## src/rtl/mem_arbiter_pkg.sv

```systemverilog
// Shared types for the two-requester memory arbiter.
// State and owner encodings plus the default abort timeout.
package mem_arbiter_pkg;

    typedef enum logic [1:0] {
        IDLE = 2'd0,
        BUSY = 2'd1,
        DONE = 2'd2
    } state_t;

    typedef enum logic {
        OWN_IF = 1'b0,
        OWN_D  = 1'b1
    } owner_t;

    localparam int TIMEOUT_DEF = 16;

endpackage

```

## src/rtl/mem_arbiter_if.sv

```systemverilog
// Bundle of fetch, data and memory-side signals of the arbiter.
// slave = arbiter view, master = requesters/memory view.
interface mem_arbiter_if #(
    parameter int ADDR_W = 32,
    parameter int DATA_W = 32
);
    logic              if_req;
    logic [ADDR_W-1:0] if_addr;
    logic              if_gnt;
    logic              if_valid;
    logic [DATA_W-1:0] if_rdata;
    logic              d_req;
    logic              d_we;
    logic [ADDR_W-1:0] d_addr;
    logic [DATA_W-1:0] d_wdata;
    logic              d_gnt;
    logic              d_valid;
    logic [DATA_W-1:0] d_rdata;
    logic              mem_en;
    logic              mem_we;
    logic [ADDR_W-1:0] mem_addr;
    logic [DATA_W-1:0] mem_wdata;
    logic [DATA_W-1:0] mem_rdata;
    logic              mem_ready;
    logic              err;

    modport slave (
        input  if_req, if_addr,
        input  d_req, d_we, d_addr, d_wdata,
        input  mem_rdata, mem_ready,
        output if_gnt, if_valid, if_rdata,
        output d_gnt, d_valid, d_rdata,
        output mem_en, mem_we, mem_addr, mem_wdata,
        output err
    );

    modport master (
        output if_req, if_addr,
        output d_req, d_we, d_addr, d_wdata,
        output mem_rdata, mem_ready,
        input  if_gnt, if_valid, if_rdata,
        input  d_gnt, d_valid, d_rdata,
        input  mem_en, mem_we, mem_addr, mem_wdata,
        input  err
    );
endinterface

```

## src/rtl/mem_arbiter_timeout_cnt.sv

```systemverilog
// BUSY-cycle counter; expired flags the last allowed BUSY cycle.
// Cleared on BUSY entry, saturates once expired.
module arb_timeout_cnt
    import mem_arbiter_pkg::*;
#(
    parameter int TIMEOUT_CYC = TIMEOUT_DEF
) (
    input  logic clk,
    input  logic reset,
    input  logic clear,
    input  logic enable,
    output logic expired
);
    localparam int W = $clog2(TIMEOUT_CYC);

    logic [W-1:0] cnt_q;
    logic [W-1:0] cnt_d;

    assign expired = (cnt_q == W'(TIMEOUT_CYC - 1));

    // Next count: clear wins, then count while enabled
    always_comb begin
        cnt_d = cnt_q;
        if (clear) begin
            cnt_d = '0;
        end else if (enable && !expired) begin
            cnt_d = cnt_q + 1'b1;
        end
    end

    // Counter register
    always_ff @(posedge clk or negedge reset) begin
        if (!reset) begin
            cnt_q <= '0;
        end else begin
            cnt_q <= cnt_d;
        end
    end
endmodule

```

## src/rtl/mem_arbiter.sv

```systemverilog
// Fetch/data arbiter for one memory port, IDLE/BUSY/DONE FSM.
// ARB_ROUND_ROBIN_EN: alternate ties; otherwise data wins ties.
module mem_arbiter
    import mem_arbiter_pkg::*;
#(
    parameter int ADDR_W      = 32,
    parameter int DATA_W      = 32,
    parameter int TIMEOUT_CYC = TIMEOUT_DEF
) (
    input  logic           clk,
    input  logic           reset,
    mem_arbiter_if.slave   bus
);
    state_t            state_q, state_d;
    owner_t            owner_q, owner_d;
    owner_t            win;
    logic              we_q, we_d;
    logic [ADDR_W-1:0] addr_q, addr_d;
    logic [DATA_W-1:0] wdata_q, wdata_d;
    logic              if_gnt_q, if_gnt_d;
    logic              d_gnt_q, d_gnt_d;
    logic              if_valid_q, if_valid_d;
    logic              d_valid_q, d_valid_d;
    logic [DATA_W-1:0] if_rdata_q, if_rdata_d;
    logic [DATA_W-1:0] d_rdata_q, d_rdata_d;
    logic              mem_en_q, mem_en_d;
    logic              mem_we_q, mem_we_d;
    logic              err_q, err_d;
    logic              clr;
    logic              expired;
`ifdef ARB_ROUND_ROBIN_EN
    owner_t            last_q, last_d;
`endif

    arb_timeout_cnt #(
        .TIMEOUT_CYC (TIMEOUT_CYC)
    ) u_cnt (
        .clk     (clk),
        .reset   (reset),
        .clear   (clr),
        .enable  (state_q == BUSY),
        .expired (expired)
    );

    // Pick the winner among pending requests
    always_comb begin
        win = bus.d_req ? OWN_D : OWN_IF;
`ifdef ARB_ROUND_ROBIN_EN
        if (bus.if_req && bus.d_req) begin
            win = (last_q == OWN_IF) ? OWN_D : OWN_IF;
        end
`endif
    end

    // FSM next state and next registered outputs
    always_comb begin
        state_d    = state_q;
        owner_d    = owner_q;
        we_d       = we_q;
        addr_d     = addr_q;
        wdata_d    = wdata_q;
        if_gnt_d   = 1'b0;
        d_gnt_d    = 1'b0;
        if_valid_d = 1'b0;
        d_valid_d  = 1'b0;
        if_rdata_d = if_rdata_q;
        d_rdata_d  = d_rdata_q;
        mem_en_d   = 1'b0;
        mem_we_d   = 1'b0;
        err_d      = 1'b0;
        clr        = 1'b0;
`ifdef ARB_ROUND_ROBIN_EN
        last_d     = last_q;
`endif
        unique case (state_q)
            IDLE: begin
                if (if_gnt_q || d_gnt_q) begin
                    state_d  = BUSY;
                    mem_en_d = 1'b1;
                    mem_we_d = we_q;
                    clr      = 1'b1;
                end else if (bus.if_req || bus.d_req) begin
                    owner_d = win;
`ifdef ARB_ROUND_ROBIN_EN
                    last_d  = win;
`endif
                    if (win == OWN_D) begin
                        d_gnt_d = 1'b1;
                        we_d    = bus.d_we;
                        addr_d  = bus.d_addr;
                        wdata_d = bus.d_wdata;
                    end else begin
                        if_gnt_d = 1'b1;
                        we_d     = 1'b0;
                        addr_d   = bus.if_addr;
                        wdata_d  = '0;
                    end
                end
            end
            BUSY: begin
                if (bus.mem_ready || expired) begin
                    state_d = DONE;
                    err_d   = !bus.mem_ready;
                    if (owner_q == OWN_D) begin
                        d_valid_d = 1'b1;
                        if (!we_q) begin
                            d_rdata_d = bus.mem_ready ? bus.mem_rdata : '0;
                        end
                    end else begin
                        if_valid_d = 1'b1;
                        if_rdata_d = bus.mem_ready ? bus.mem_rdata : '0;
                    end
                end else begin
                    mem_en_d = 1'b1;
                    mem_we_d = we_q;
                end
            end
            DONE: begin
                state_d = IDLE;
            end
            default: begin
                state_d = IDLE;
            end
        endcase
    end

    // State and output registers; reset aborts any access
    always_ff @(posedge clk or negedge reset) begin
        if (!reset) begin
            state_q    <= IDLE;
            owner_q    <= OWN_IF;
            we_q       <= 1'b0;
            addr_q     <= '0;
            wdata_q    <= '0;
            if_gnt_q   <= 1'b0;
            d_gnt_q    <= 1'b0;
            if_valid_q <= 1'b0;
            d_valid_q  <= 1'b0;
            if_rdata_q <= '0;
            d_rdata_q  <= '0;
            mem_en_q   <= 1'b0;
            mem_we_q   <= 1'b0;
            err_q      <= 1'b0;
`ifdef ARB_ROUND_ROBIN_EN
            last_q     <= OWN_IF;
`endif
        end else begin
            state_q    <= state_d;
            owner_q    <= owner_d;
            we_q       <= we_d;
            addr_q     <= addr_d;
            wdata_q    <= wdata_d;
            if_gnt_q   <= if_gnt_d;
            d_gnt_q    <= d_gnt_d;
            if_valid_q <= if_valid_d;
            d_valid_q  <= d_valid_d;
            if_rdata_q <= if_rdata_d;
            d_rdata_q  <= d_rdata_d;
            mem_en_q   <= mem_en_d;
            mem_we_q   <= mem_we_d;
            err_q      <= err_d;
`ifdef ARB_ROUND_ROBIN_EN
            last_q     <= last_d;
`endif
        end
    end

    assign bus.if_gnt    = if_gnt_q;
    assign bus.if_valid  = if_valid_q;
    assign bus.if_rdata  = if_rdata_q;
    assign bus.d_gnt     = d_gnt_q;
    assign bus.d_valid   = d_valid_q;
    assign bus.d_rdata   = d_rdata_q;
    assign bus.mem_en    = mem_en_q;
    assign bus.mem_we    = mem_we_q;
    assign bus.mem_addr  = addr_q;
    assign bus.mem_wdata = wdata_q;
    assign bus.err       = err_q;
endmodule

```

## src/flat_wrapper.sv

```systemverilog
// flat-port wrapper written by rule: the top's interface ports become plain ports
module mem_arbiter_flat import mem_arbiter_pkg::*;
#(
    parameter int ADDR_W      = 32,
    parameter int DATA_W      = 32,
    parameter int TIMEOUT_CYC = TIMEOUT_DEF
)
  (clk, reset, bus_if_req, bus_if_addr, bus_d_req, bus_d_we, bus_d_addr, bus_d_wdata, bus_mem_rdata, bus_mem_ready, bus_if_gnt, bus_if_valid, bus_if_rdata, bus_d_gnt, bus_d_valid, bus_d_rdata, bus_mem_en, bus_mem_we, bus_mem_addr, bus_mem_wdata, bus_err);
  mem_arbiter_if #(.ADDR_W(ADDR_W), .DATA_W(DATA_W)) bus_i ();
  input  logic clk;
  input  logic reset;
  input wire logic [$bits(bus_i.if_req)-1:0] bus_if_req;
  input wire logic [$bits(bus_i.if_addr)-1:0] bus_if_addr;
  input wire logic [$bits(bus_i.d_req)-1:0] bus_d_req;
  input wire logic [$bits(bus_i.d_we)-1:0] bus_d_we;
  input wire logic [$bits(bus_i.d_addr)-1:0] bus_d_addr;
  input wire logic [$bits(bus_i.d_wdata)-1:0] bus_d_wdata;
  input wire logic [$bits(bus_i.mem_rdata)-1:0] bus_mem_rdata;
  input wire logic [$bits(bus_i.mem_ready)-1:0] bus_mem_ready;
  output wire logic [$bits(bus_i.if_gnt)-1:0] bus_if_gnt;
  output wire logic [$bits(bus_i.if_valid)-1:0] bus_if_valid;
  output wire logic [$bits(bus_i.if_rdata)-1:0] bus_if_rdata;
  output wire logic [$bits(bus_i.d_gnt)-1:0] bus_d_gnt;
  output wire logic [$bits(bus_i.d_valid)-1:0] bus_d_valid;
  output wire logic [$bits(bus_i.d_rdata)-1:0] bus_d_rdata;
  output wire logic [$bits(bus_i.mem_en)-1:0] bus_mem_en;
  output wire logic [$bits(bus_i.mem_we)-1:0] bus_mem_we;
  output wire logic [$bits(bus_i.mem_addr)-1:0] bus_mem_addr;
  output wire logic [$bits(bus_i.mem_wdata)-1:0] bus_mem_wdata;
  output wire logic [$bits(bus_i.err)-1:0] bus_err;
  assign bus_i.if_req = bus_if_req;
  assign bus_i.if_addr = bus_if_addr;
  assign bus_i.d_req = bus_d_req;
  assign bus_i.d_we = bus_d_we;
  assign bus_i.d_addr = bus_d_addr;
  assign bus_i.d_wdata = bus_d_wdata;
  assign bus_i.mem_rdata = bus_mem_rdata;
  assign bus_i.mem_ready = bus_mem_ready;
  assign bus_if_gnt = bus_i.if_gnt;
  assign bus_if_valid = bus_i.if_valid;
  assign bus_if_rdata = bus_i.if_rdata;
  assign bus_d_gnt = bus_i.d_gnt;
  assign bus_d_valid = bus_i.d_valid;
  assign bus_d_rdata = bus_i.d_rdata;
  assign bus_mem_en = bus_i.mem_en;
  assign bus_mem_we = bus_i.mem_we;
  assign bus_mem_addr = bus_i.mem_addr;
  assign bus_mem_wdata = bus_i.mem_wdata;
  assign bus_err = bus_i.err;
  mem_arbiter #(.ADDR_W(ADDR_W), .DATA_W(DATA_W), .TIMEOUT_CYC(TIMEOUT_CYC)) u_core (.clk(clk), .reset(reset), .bus(bus_i));
endmodule
```

## config.mk

```make
export PLATFORM = sky130hd
export DESIGN_NAME = mem_arbiter_flat
export DESIGN_NICKNAME = d
export VERILOG_FILES = /design/src/rtl/mem_arbiter_pkg.sv /design/src/rtl/mem_arbiter_if.sv /design/src/rtl/mem_arbiter_timeout_cnt.sv /design/src/rtl/mem_arbiter.sv /design/src/flat_wrapper.sv
export SDC_FILE = /design/constraint.sdc
export NUM_CORES = 1
export LEC_CHECK = 0
export ABC_CLOCK_PERIOD_IN_PS = 4800
export BUFFER_PORTS_ARGS = -buffer_cell sky130_fd_sc_hd__buf_2
export CAP_MARGIN = 20
export CORE_MARGIN = 2
export CORE_UTILIZATION = 41
export DETAILED_ROUTE_END_ITERATION = 8
export PLACE_DENSITY = 0.76
export SETUP_SLACK_MARGIN = 0.15
export SLEW_MARGIN = 20
export SYNTH_ARGS = -nofsm -noshare
export SYNTH_HDL_FRONTEND = slang
export SYNTH_SLANG_ARGS = --single-unit
export TNS_END_PERCENT = 50
```

## constraint.sdc

```tcl
create_clock -name clk -period 4.8 [get_ports clk]
set_input_delay 0.24 -clock clk [delete_from_list [all_inputs] [get_ports clk]]
set_output_delay 0.24 -clock clk [all_outputs]
set_load 0.005 [all_outputs]
```

### Word level (Yosys, flattened, before mapping)

Cells that the tools add are included.

* bits in registers: 143
* input bits: 134
* logic and storage cells: 68

* add/sub/neg operators: 1
* equality and inequality tests: 4
* multiplexer cells: 33
* bitwise operators: 3
* reduce and logical (&&, ||, !) cells: 12

Operators with widths (count)
* 32-bit two-way mux: 3
* 1-bit two-way mux: 23
* 4-bit two-way mux: 2
* 3-bit AND reduction: 2
* 4-bit by 1-bit adder with 4-bit output, second input constant: 1
* 4-bit equality test, second input constant: 1
* 2-bit two-way mux: 2
* 2-bit by 1-bit != test with 1-bit output, second input constant: 2
* 1-bit one-hot mux with 2 select lines: 2
* 2-bit one-hot mux with 2 select lines: 1
* 4-bit AND reduction: 1
* 1-bit logical OR: 3
* 1-bit NOT: 3
* 2-bit by 1-bit equality test with 1-bit output, second input constant: 1
* 1-bit logical NOT: 2
* 2-bit logical NOT: 1
* 2-bit AND reduction: 1
* 2-bit nonzero test: 1
* 1-bit logical AND: 1

### Depth between registers and ports, before layout

Gate-level depths: netlist of the first run.

* word-level depth: 5
* depth in mapped cells: 6

### Hierarchy

From an unflattened synthesis of the first run, not the netlist that was laid out.

* cells, all modules: 397
* area, all modules: 6115.9 um^2

By module, submodules not included
* mem_arbiter: times used 1, cells each 377, area an instance 5886.9 um^2, seq. area each 3478.3 um^2
* arb_timeout_cnt: times used 1, cells each 20, area an instance 229.0 um^2, seq. area each 100.1 um^2

### Least setup slack after synthesis of the first run

Ideal clock, no wire load.

* path type: reg2reg
* from: register u_core.u_cnt.cnt_q[0]
* to: register u_core.d_rdata_q[10] (netlist: u_core.bus.d_rdata[10])
* library setup time: 0.125 ns
* data arrival time: 1.770 ns
* required time: 4.675 ns
* slack: 2.905 ns
* stages on the path, launching flop included: 7
* buffers on the path: 2
* period minus slack after synthesis: 1.895 ns
* path through: dfrtp_1 -> ha_1 -> a31oi_4 -> or4b_4 -> buf_6 -> buf_12 -> mux2_4

* cells in the longest elaborated chain, start to end: 3

RTL lines
* start, declared: RTL line mem_arbiter_timeout_cnt.sv:16 `logic [W-1:0] cnt_q;`
* start signal, assigned: RTL line mem_arbiter_timeout_cnt.sv:36 `cnt_q <= cnt_d;`
* 4-bit equality test: RTL line mem_arbiter_timeout_cnt.sv:19 `assign expired = (cnt_q == W'(TIMEOUT_CYC - 1));`
* 1-bit logical OR: RTL line mem_arbiter.sv:101 `if (bus.mem_ready || expired) begin`
* 4-bit AND reduction (no line)
* end signal, assigned: RTL line mem_arbiter.sv:158 `d_rdata_q <= d_rdata_d;`
* end, declared: RTL line mem_arbiter.sv:25 `logic [DATA_W-1:0] d_rdata_q, d_rdata_d;`

Every way passes these cells.
A chain may end at the register's enable or synchronous reset.

### Final worst setup path of the first run

* from: register u_core.state_q[0]
* to: register u_core.addr_q[19] (netlist: u_core.bus.mem_addr[19])

* cells in the longest elaborated chain, start to end: 2

RTL lines
* start, declared: RTL line mem_arbiter.sv:14 `state_t state_q, state_d;`
* start signal, assigned: RTL line mem_arbiter.sv:148 `state_q <= state_d;`
* 2-bit logical NOT: RTL line mem_arbiter.sv:75 `unique case (state_q)`
* 3-bit AND reduction (no line)
* end signal, assigned: RTL line mem_arbiter.sv:151 `addr_q <= addr_d;`
* end, declared: RTL line mem_arbiter.sv:18 `logic [ADDR_W-1:0] addr_q, addr_d;`

Every way passes these cells.

==> run_results.csv, run 1 <==
group,metric,value,unit
outcome,outcome,"finished, final reports clean",
floorplanning,initial_core_util,41.5,%
pwr,leakage,4.28,nW
sta,finalHoldViolations,0,
layout,seq_area,3580,µm²
clock_tree,htree_levels,4,
worst_hold_path,hp-class,"input port to flop",
global_routing,grt_pass1_vias,4654,
synth,syn_avg_cell_area,14.8,µm²
route,drt-met1-wl,6.00,mm
floorplanning,fp-row-count,44,
worst_setup_path,cp_cell_sequence,"nor4_1 > o21ai_4 > buf_4 > mux2_2",
sta,finalMaxSlewViolations,0,
layout,final.fill_count,1181,
clock_tree,cts.sinks,143,
route,via_count,4438,
pwr,irDropWorstVdd,0.000387,V
clock_tree,cts_tree,"built",
worst_setup_path,worst_r2r_endpoint,"u_core.bus.mem_addr[19]",
sta,min_period_over_period,47.4,%
worst_setup_path,path_delay_family,"simple AND/OR/NAND/NOR gates",
worst_setup_path,critPathMaxFanout,43,
clock_tree,cts_resized,0,
clock_tree,root_buffer,"clkbuf_16",
synth,synthDistinctLibCells,33,
floorplanning,die_area,15600,µm²
layout,area_growth,35.5,%
route,wire_per_inst,16.6,µm
clock_tree,postCtsSetupBuffers,0,
route,met2_length,6.95,mm
pwr,p_per_area,651,nW/µm²
synth,yosys_warnings,0,
synth,ys_ff_latch,143,
route,ant_nets,0,
floorplanning,die_h,125,µm
worst_setup_path,slowest_delay,0.63,ns
placement,dpl.hpwl,9.78,mm
sta,fin_skew,0.00800,ns
run,drv_cap,0,
route,first_pass_iters,4,
worst_hold_path,min_from,"bus_d_wdata[19]",
worst_setup_path,arrival,2.57,ns
layout,final_common_cell,"buf_2",
clock_tree,clk-insertion-delay-late,0.41,ns
layout,n_antenna_cell,0,
sta,max_freq,439,MHz
layout,drive_gt1_share,60.4,%
global_routing,gr-usage-all-layers,18.8,%
sta,rsz0062_at_grt,"no",
clock_tree,cts_hold_buffers,1,
placement,finalWeightedCongestion,0.802,
floorplanning,die_x,125,µm
worst_setup_path,reg2regPathDepth,4,
global_routing,grt_antenna_before_repair,0,
placement,place_inst,832,
worst_setup_path,reg2reg_slack,2.52,ns
worst_setup_path,path_class,"flop to flop",
sta,period_needed,2.28,ns
synth,synthCells,406,
sta,finalSetupViolCount,0,
floorplanning,core_area,14400,µm²
worst_hold_path,min_to,"u_core.bus.mem_wdata[19]",
synth,synth_seq_area_share,59.7,%
route,vias_per_cell,5.13,
route,drt_iter0_drc,207,
layout,multi_input_comb_area,2240,µm²
worst_setup_path,cp_slowest_cell,"nor4_1",
placement,io_buffers,268,
sta,worst_pin_slew,0.896,ns
synth,synth_fp_nets,541,
global_routing,grt_pass1_wl,23.5,mm
synth,synth_edf_count,0,
layout,fin_cells,865,
synth,synth_flop_cell,"dfrtp_1",
synth,netlist_area,5990,µm²
global_routing,grt_max_degree,101,
clock_tree,clkTransAtPathRegs,0.06,ns
clock_tree,cts_buffers,17,
worst_setup_path,crit_buf_inv,1,
floorplanning,io_pins,269,
sta,fin_tns_setup,0,ns
clock_tree,ctsLongestPathBuffers,2,
layout,layout_common_cells,"buf_2, dfrtp_1, mux2_2",
worst_hold_path,whs_path_depth,2,
route,finalWirelength,14.3,mm
layout,layout.nets,803,
synth,synth_async_sr_flop_share,100,%
worst_setup_path,endpoint_kind,"flop",
route,highest_layer,"met4",
route,met3_length,1.08,mm
sta,hold-worst-slack,0.0458,ns
global_routing,grt-ovfl-total,0,
layout,postLayoutCoreUtil,56.3,%
route,route.detailed.drc,0,
worst_setup_path,required,5.09,ns
worst_setup_path,startpoint_type,"flop",
worst_setup_path,r2r-start,"u_core.state_q[0]",
sta,max-slew-margin-rel,40.3,%
## layout make-up
type | count | share of cell area (%)
flip-flops and latches | 143 | 44.1
multi-input cells | 230 | 27.6
repair buffers | 274 | 17.2
clock buffers | 18 | 5.41
well taps | 184 | 2.84
clock inverters | 14 | 2.79
inverters | 2 | 0.0925
## cells in the mapped netlist, drive strengths merged (3+ instances only)
cell | number | area share, %
mux2 | 95 | 20
buf | 12 | 1.9
nor2 | 4 | 0.25
dfrtp | 143 | 60
a22o | 64 | 9.4
nand3 | 4 | 0.33
o21ai | 5 | 0.42
a21oi | 3 | 0.25
clkbuf | 19 | 1.2
and2 | 34 | 3.5
## per-stage QoR
step                setup WS, ns  cell area [µm²]  power, mW
floorplan                   2.90             5990       3.05
global placement            2.46             7440       3.76
detailed placement          2.31             7440       3.83
CTS                         2.31             8120       5.34
global route                2.30             8120       5.60
finish                      2.52             8120       5.29
## flip-flops by register name, indices dropped and copies added (netlist names)
name                  count
u_core.bus.d_rdata       32
u_core.bus.if_rdata      32
u_core.bus.mem_addr      32
u_core.bus.mem_wdata     32
u_core.u_cnt.cnt_q        4
u_core.state_q            2
u_core.bus.d_gnt          1
u_core.bus.d_valid        1
u_core.bus.err            1
u_core.bus.if_gnt         1
u_core.bus.if_valid       1
u_core.bus.mem_en         1
u_core.bus.mem_we         1
u_core.owner_q            1
u_core.we_q               1
## worst reg2reg max path, cell delays in order, from the launching register on
cell,delay [ns]
dfrtp_1,0.44
nor4_1,0.63
o21ai_4,0.34
buf_4,0.39
mux2_2,0.36
## report_power, final
part	switching [mW]	leakage (nW)	internal, mW
Clock	0.527	0.324	0.948
Combinational	0.733	2.15	1.01
Sequential	0.313	1.80	1.75
## cell families after synthesis
family,share of synthesized area [%]
flops,59.7
simple gates,5.72
mux,20.0
compound gates,11.1
fa+ha+maj,0.209
buf+inv,3.26
## how the worst max path moves through the flow
stage	endpoint	slack, ns	startpoint	cells after the start
2_1_floorplan	u_core.bus.d_rdata[10]	2.90	u_core.u_cnt.cnt_q[0]	6
6_report	u_core.bus.mem_addr[19]	2.52	u_core.state_q[0]	4
3_3_place_gp	u_core.bus.mem_wdata[25]	2.46	u_core.state_q[0]	3
4_1_cts	u_core.bus.mem_wdata[13]	2.31	u_core.state_q[0]	3
3_5_place_dp	u_core.bus.mem_wdata[13]	2.31	u_core.state_q[0]	3
5_1_grt	u_core.bus.mem_addr[22]	2.30	u_core.state_q[0]	4
## routing by layer
layer	vias to the layer above	GRT usage, %
met5	-	0
met4	0	7.39
met3	23	6.01
met2	210	30.3
met1	2198	23.6
li1	2007	-
No activity file was read; power rests on OpenSTA's default activity.
==> inputs of run 2 (changes only) <==
--- a/config.mk
+++ b/config.mk
@@ -5,7 +5,7 @@
 export SDC_FILE = /design/constraint.sdc
 export NUM_CORES = 1
 export LEC_CHECK = 0
-export ABC_CLOCK_PERIOD_IN_PS = 4800
+export ABC_CLOCK_PERIOD_IN_PS = 2100
 export BUFFER_PORTS_ARGS = -buffer_cell sky130_fd_sc_hd__buf_2
 export CAP_MARGIN = 20
 export CORE_MARGIN = 2
==> constraint.sdc (replaced) <==
create_clock -name clk -period 2.1 [get_ports clk]
set_input_delay 0.105 -clock clk [delete_from_list [all_inputs] [get_ports clk]]
set_output_delay 0.105 -clock clk [all_outputs]
set_load 0.005 [all_outputs]
==> run_results.csv, run 2 (synthesized netlist as in run 1, its figures left out) <==
group,metric,value,unit
layout,layout.nets,846,
layout,final_common_cell,"buf_2",
layout,drive_gt1_share,58.1,%
clock_tree,clk-insertion-delay-late,0.42,ns
route,ant_nets,0,
worst_setup_path,endpoint_kind,"flop",
sta,fin_skew,0.0147,ns
layout,area_growth,41.7,%
clock_tree,root_buffer,"clkbuf_16",
floorplanning,fp-row-count,44,
worst_setup_path,path_class,"flop to flop",
worst_setup_path,arrival,2.19,ns
sta,rsz0062_at_grt,"no",
worst_setup_path,cp_cell_sequence,"ha_4 > a31oi_4 > or4b_4 > buf_12 > mux2_4",
route,first_pass_iters,4,
floorplanning,initial_core_util,41.5,%
sta,worst_pin_slew,0.673,ns
floorplanning,die_x,125,µm
layout,layout_common_cells,"buf_2, dfrtp_1, mux2_2",
sta,finalHoldViolations,0,
floorplanning,die_area,15600,µm²
worst_hold_path,hp-class,"input port to flop",
placement,io_buffers,268,
clock_tree,cts_tree,"built",
global_routing,grt-ovfl-total,0,
placement,place_inst,840,
worst_setup_path,crit_buf_inv,1,
clock_tree,cts_buffers,17,
sta,period_needed,1.88,ns
route,via_count,4687,
clock_tree,cts.sinks,143,
placement,dpl.hpwl,10.5,mm
floorplanning,io_pins,269,
route,route.detailed.drc,0,
sta,min_period_over_period,89.7,%
worst_setup_path,cp_slowest_cell,"or4b_4",
outcome,outcome,"finished, final reports clean",
sta,fin_tns_setup,0,ns
route,finalWirelength,15.7,mm
sta,max_freq,531,MHz
global_routing,gr-usage-all-layers,20.4,%
worst_setup_path,required,2.40,ns
pwr,irDropWorstVdd,0.000776,V
sta,max-slew-margin-rel,54.9,%
worst_setup_path,startpoint_type,"flop",
clock_tree,clkTransAtPathRegs,0.06,ns
floorplanning,core_area,14400,µm²
route,wire_per_inst,17.3,µm
layout,fin_cells,908,
global_routing,grt_pass1_wl,25.5,mm
sta,finalSetupViolCount,0,
worst_setup_path,path_delay_family,"simple AND/OR/NAND/NOR gates",
pwr,leakage,4.43,nW
sta,finalMaxSlewViolations,0,
global_routing,grt_pass1_vias,4950,
layout,n_antenna_cell,0,
route,drt_iter0_drc,198,
run,drv_cap,0,
global_routing,grt_max_degree,60,
clock_tree,ctsLongestPathBuffers,2,
global_routing,grt_antenna_before_repair,0,
floorplanning,die_h,125,µm
route,vias_per_cell,5.16,
layout,postLayoutCoreUtil,58.9,%
worst_setup_path,slowest_delay,0.54,ns
clock_tree,htree_levels,4,
worst_setup_path,critPathMaxFanout,32,
placement,finalWeightedCongestion,0.826,
pwr,p_per_area,1390,nW/µm²
run 2: cell types whose count changed in the layout (fill, tap and decap cells not counted), sizes merged:
cell         change
buf              +8
bufinv           -5
clkinv           +5
dlygate4sd3     +35
run 2: worst paths after layout:
| path | start | end | slack (ns) | depth (start not counted) |
|---|---|---|---|---|
| min in group asynchronous | reset | u_core.bus.if_rdata[6] | 0.11 | 2 |
| setup / recovery | u_core.u_cnt.cnt_q[0] | u_core.bus.d_rdata[13] | 0.22 | 5 |
| max in group asynchronous | reset | u_core.bus.mem_addr[26] | 1.31 | 3 |
| hold / removal | bus_mem_rdata[4] | u_core.bus.if_rdata[4] | 0.04 | 3 |
| setup reg to reg | u_core.u_cnt.cnt_q[0] | u_core.bus.d_rdata[13] | 0.22 | 5 |
| hold reg to reg | u_core.bus.mem_wdata[3] | u_core.bus.mem_wdata[3] | 0.50 | 1 |
run 2: tightest hold or removal path, stage by stage:
cell	delay, ns
buf_2	0.07
and2_1	0.13
a22o_1	0.12
run 2: stage by stage:
step	cell area, µm²	setup slack [ns]	power (mW)	hold slack [ns]
2_1_floorplan	5990	0.205	6.97	-0.191
3_3_place_gp	7550	0.207	8.71	-0.0342
3_5_place_dp	7550	0.131	8.89	-0.0330
4_1_cts	8490	0.175	11.9	0.0330
5_1_grt	8490	0.122	12.5	0.0343
6_report	8490	0.217	11.8	0.0439
run 2: power breakdown:
group	internal (mW)	switching (mW)	total (mW)	leakage [nW]
Combinational	2.46	1.77	4.23	2.36
Sequential	4.00	0.751	4.76	1.80
Clock	1.58	1.25	2.83	0.276
Total	8.04	3.77	11.8	4.43
run 2: repair_timing:
item                                    in CTS  in global routing
hold buffers                                36                  0
endpoints found under the setup margin      30                 59
setup buffers                                0                  0
resized for setup                            2                  2
endpoints found under the hold margin      179                  0
cloned                                       0                  0
run 2: cell type report:
type / instances / area (µm²)
Fill cell: 1165 / 5930
Tap cell: 184 / 230
Clock buffer: 18 / 439
Inverter: 2 / 7.51
Sequential cell: 143 / 3580
Clock inverter: 14 / 123
Timing Repair Buffer: 317 / 1860
Multi-Input combinational cell: 230 / 2260
run 2: per-layer routing:
layer | wire length [µm] | track usage (%) | part of all wire [%]
met5 | 0 | 0 | 0
met1 | 6400 | 24.2 | 41
met3 | 1150 | 6.74 | 7.3
met2 | 7810 | 34.9 | 50
met4 | 347 | 7.19 | 2.2
==> inputs of run 3 (changes only) <==
--- a/config.mk
+++ b/config.mk
@@ -5,13 +5,13 @@
 export SDC_FILE = /design/constraint.sdc
 export NUM_CORES = 1
 export LEC_CHECK = 0
+export ABC_AREA = 1
 export ABC_CLOCK_PERIOD_IN_PS = 2100
 export BUFFER_PORTS_ARGS = -buffer_cell sky130_fd_sc_hd__buf_2
-export CAP_MARGIN = 20
 export CORE_MARGIN = 2
 export CORE_UTILIZATION = 41
 export DETAILED_ROUTE_END_ITERATION = 8
-export PLACE_DENSITY = 0.76
+export PLACE_DENSITY = 0.75
 export SETUP_SLACK_MARGIN = 0.15
 export SLEW_MARGIN = 20
 export SYNTH_ARGS = -nofsm -noshare
==> run_results.csv, run 3 <==
group,metric,value,unit
worst_setup_path,path_class,"flop to flop",
layout,final.fill_count,1181,
layout,layout_common_cells,"nand2_1, buf_2, dfrtp_1",
worst_setup_path,reg2reg_slack,0.28,ns
sta,hold-worst-slack,0.0459,ns
global_routing,grt_pass1_vias,6727,
placement,finalWeightedCongestion,0.830,
global_routing,grt-ovfl-total,0,
worst_setup_path,r2r-start,"u_core.u_cnt.cnt_q[0]",
synth,synthDistinctLibCells,26,
floorplanning,die_area,16700,µm²
sta,rsz0062_at_grt,"yes",
layout,multi_input_comb_area,2400,µm²
placement,dpl.hpwl,12.9,mm
worst_hold_path,min_to,"u_core.bus.if_gnt",
sta,worst_pin_slew,0.648,ns
route,first_pass_iters,5,
worst_setup_path,critPathMostFrequentCell,"nand2_1",
sta,min_period_over_period,86.6,%
layout,drive_gt1_share,27.7,%
layout,seq_area,3580,µm²
synth,netlist_top_cells_count,"nand2_1, dfrtp_1, nand4_1",
global_routing,grt_pass1_wl,33.2,mm
worst_setup_path,critPathMaxFanout,33,
route,ant_nets,0,
worst_setup_path,endpoint_kind,"flop",
worst_setup_path,crit_buf_inv,0,
worst_setup_path,cp_slowest_cell,"dfrtp_1",
route,finalWirelength,21.1,mm
clock_tree,clk-insertion-delay-late,0.43,ns
synth,synthTopCellsByArea,"dfrtp_1, nand2_1, nand4_1",
clock_tree,cts_buffers,17,
layout,final_common_cell,"nand2_1",
placement,io_buffers,268,
pwr,p_per_area,1240,nW/µm²
placement,place_area,7950,µm²
outcome,outcome,"finished, final reports clean",
floorplanning,core_area,15300,µm²
worst_hold_path,hp-class,"input port to flop",
route,vias_per_cell,4.90,
synth,synth_fp_nets,932,
synth,synth_async_sr_flop_share,100,%
floorplanning,io_pins,269,
clock_tree,cts_tree,"built",
layout,stdcell_area,9830,µm²
sta,max-slew-margin-rel,56.8,%
global_routing,grt_antenna_before_repair,0,
route,drt_iter0_drc,393,
synth,synth.most_common_cell,"nand2_1",
sta,fin_skew,0.0167,ns
global_routing,grt_max_degree,68,
floorplanning,initial_core_util,42.3,%
worst_setup_path,startpoint_type,"flop",
synth,syn_avg_cell_area,8.09,µm²
synth,synth.largest_area_cell,"dfrtp_1",
synth,synth_edf_count,0,
placement,place_inst,1244,
worst_setup_path,arrival,2.12,ns
worst_setup_path,required,2.40,ns
sta,finalMaxSlewViolations,0,
synth,synth_seq_area_share,55.5,%
worst_setup_path,slowest_delay,0.40,ns
run,drv_cap,0,
worst_hold_path,whs_path_depth,3,
clock_tree,cts_resized,0,
sta,fin_tns_setup,0,ns
clock_tree,ctsLongestPathBuffers,2,
sta,period_needed,1.82,ns
clock_tree,clkTransAtPathRegs,0.06,ns
floorplanning,fp-row-count,45,
pwr,leakage,5.79,nW
sta,max_freq,550,MHz
sta,finalSetupViolCount,0,
worst_hold_path,min_from,"bus_if_req",
route,route.detailed.drc,0,
synth,yosys_warnings,0,
floorplanning,die_x,129,µm
route,wire_per_inst,15.0,µm
worst_setup_path,path_delay_family,"simple AND/OR/NAND/NOR gates",
clock_tree,cts.sinks,143,
global_routing,gr-usage-all-layers,25.4,%
synth,synth_flop_cell,"dfrtp_1",
synth,ys_ff_latch,143,
worst_setup_path,worst_r2r_endpoint,"u_core.bus.if_rdata[31]",
synth,netlist_area,6450,µm²
route,via_count,6883,
layout,layout.nets,1315,
worst_setup_path,cp_cell_sequence,"ha_1 > nand3_2 > nand2_4 > nand3_4 > nand2_1 > nand2_1",
sta,finalHoldViolations,0,
worst_setup_path,reg2regPathDepth,6,
synth,synth_top_area_share,55.5,%
pwr,irDropWorstVdd,0.000590,V
floorplanning,die_h,129,µm
clock_tree,root_buffer,"clkbuf_16",
layout,area_growth,52.5,%
synth,synthCells,797,
layout,fin_cells,1405,
clock_tree,htree_levels,4,
## run 3: cell count changes in the layout (fill, tap and decap cells not counted), sizes merged, moves of 4 or more
cell | previous run | this run
a22o | 64 | 0
and2 | 34 | 0
buf | 281 | 285
clkinv | 7 | 1
dlygate4sd3 | 36 | 128
inv | 8 | 51
mux2 | 95 | 0
nand2 | 2 | 470
nand4 | 0 | 66
## run 3: routing by layer
metal	GRT usage, %	vias to the layer above	wire (µm)
met4	11.4	0	646
li1	-	3249	-
met3	6.32	52	1650
met5	0	-	0
met2	42.8	368	10400
met1	31.1	3214	8440
## run 3: stage by stage
stage	worst slack [ns]	util [%]	power (mW)
after floorplan	0.802	-	6.93
after global placement	0.426	52.1	8.75
after detailed placement	0.310	52.1	8.87
after CTS	0.310	64.4	12.2
after global routing	0.137	64.4	13.1
final	0.281	64.4	12.2
## run 3: cell families after synthesis
| kind of cell | after synthesis | share of synthesized area [%] |
|---|---|---|
| and+or+nand+nor | 552 | 35.9 |
| xor gates and xnor gates | 1 | 0.136 |
| DFF | 143 | 55.5 |
| adders and majority gates | 1 | 0.194 |
| buffers and inverters | 94 | 7.49 |
| AOI/OAI and AO/OA | 6 | 0.757 |
## run 3: timing repair
action | 4_1_cts | 5_1_grt
setup endpoints to repair | 0 | 3
setup buffers | 0 | 0
hold buffers | 128 | 0
endpoints found under the hold margin | 161 | 0
## run 3: report_power, final
| group | total [mW] | leakage (nW) | internal (mW) | switching, mW |
|---|---|---|---|---|
| clock | 3.07 | 0.285 | 1.84 | 1.24 |
| sequential | 4.66 | 1.83 | 3.95 | 0.710 |
| combinational | 4.48 | 3.68 | 1.85 | 2.63 |
## run 3: area by class of cell
class	instances	share of cell area [%]
clock buffer	19	4.61
tap	211	2.69
clock inverter	13	1.53
multi-input combinational	560	24.4
inverter	45	1.72
antenna	1	0.0255
sequential	143	36.4
timing repair buffer	413	28.7
## run 3: worst max-delay path by stage
| stage | depth (start not counted) | from | to | slack, ns |
|---|---|---|---|---|
| after floorplan | 7 | u_core.u_cnt.cnt_q[0] | u_core.bus.if_rdata[21] | 0.80 |
| after global placement | 6 | u_core.u_cnt.cnt_q[0] | u_core.bus.if_rdata[11] | 0.43 |
| after detailed placement | 6 | u_core.u_cnt.cnt_q[0] | u_core.bus.if_rdata[5] | 0.31 |
| after CTS | 6 | u_core.u_cnt.cnt_q[0] | u_core.bus.if_rdata[5] | 0.31 |
| after global routing | 6 | u_core.u_cnt.cnt_q[0] | u_core.bus.if_rdata[31] | 0.14 |
| final | 6 | u_core.u_cnt.cnt_q[0] | u_core.bus.if_rdata[31] | 0.28 |
## run 3: worst min-delay path, delay by kind of cell
family,cells,cell delay (ns)
buffers and inverters,2,0.25
and+or+nand+nor,1,0.07
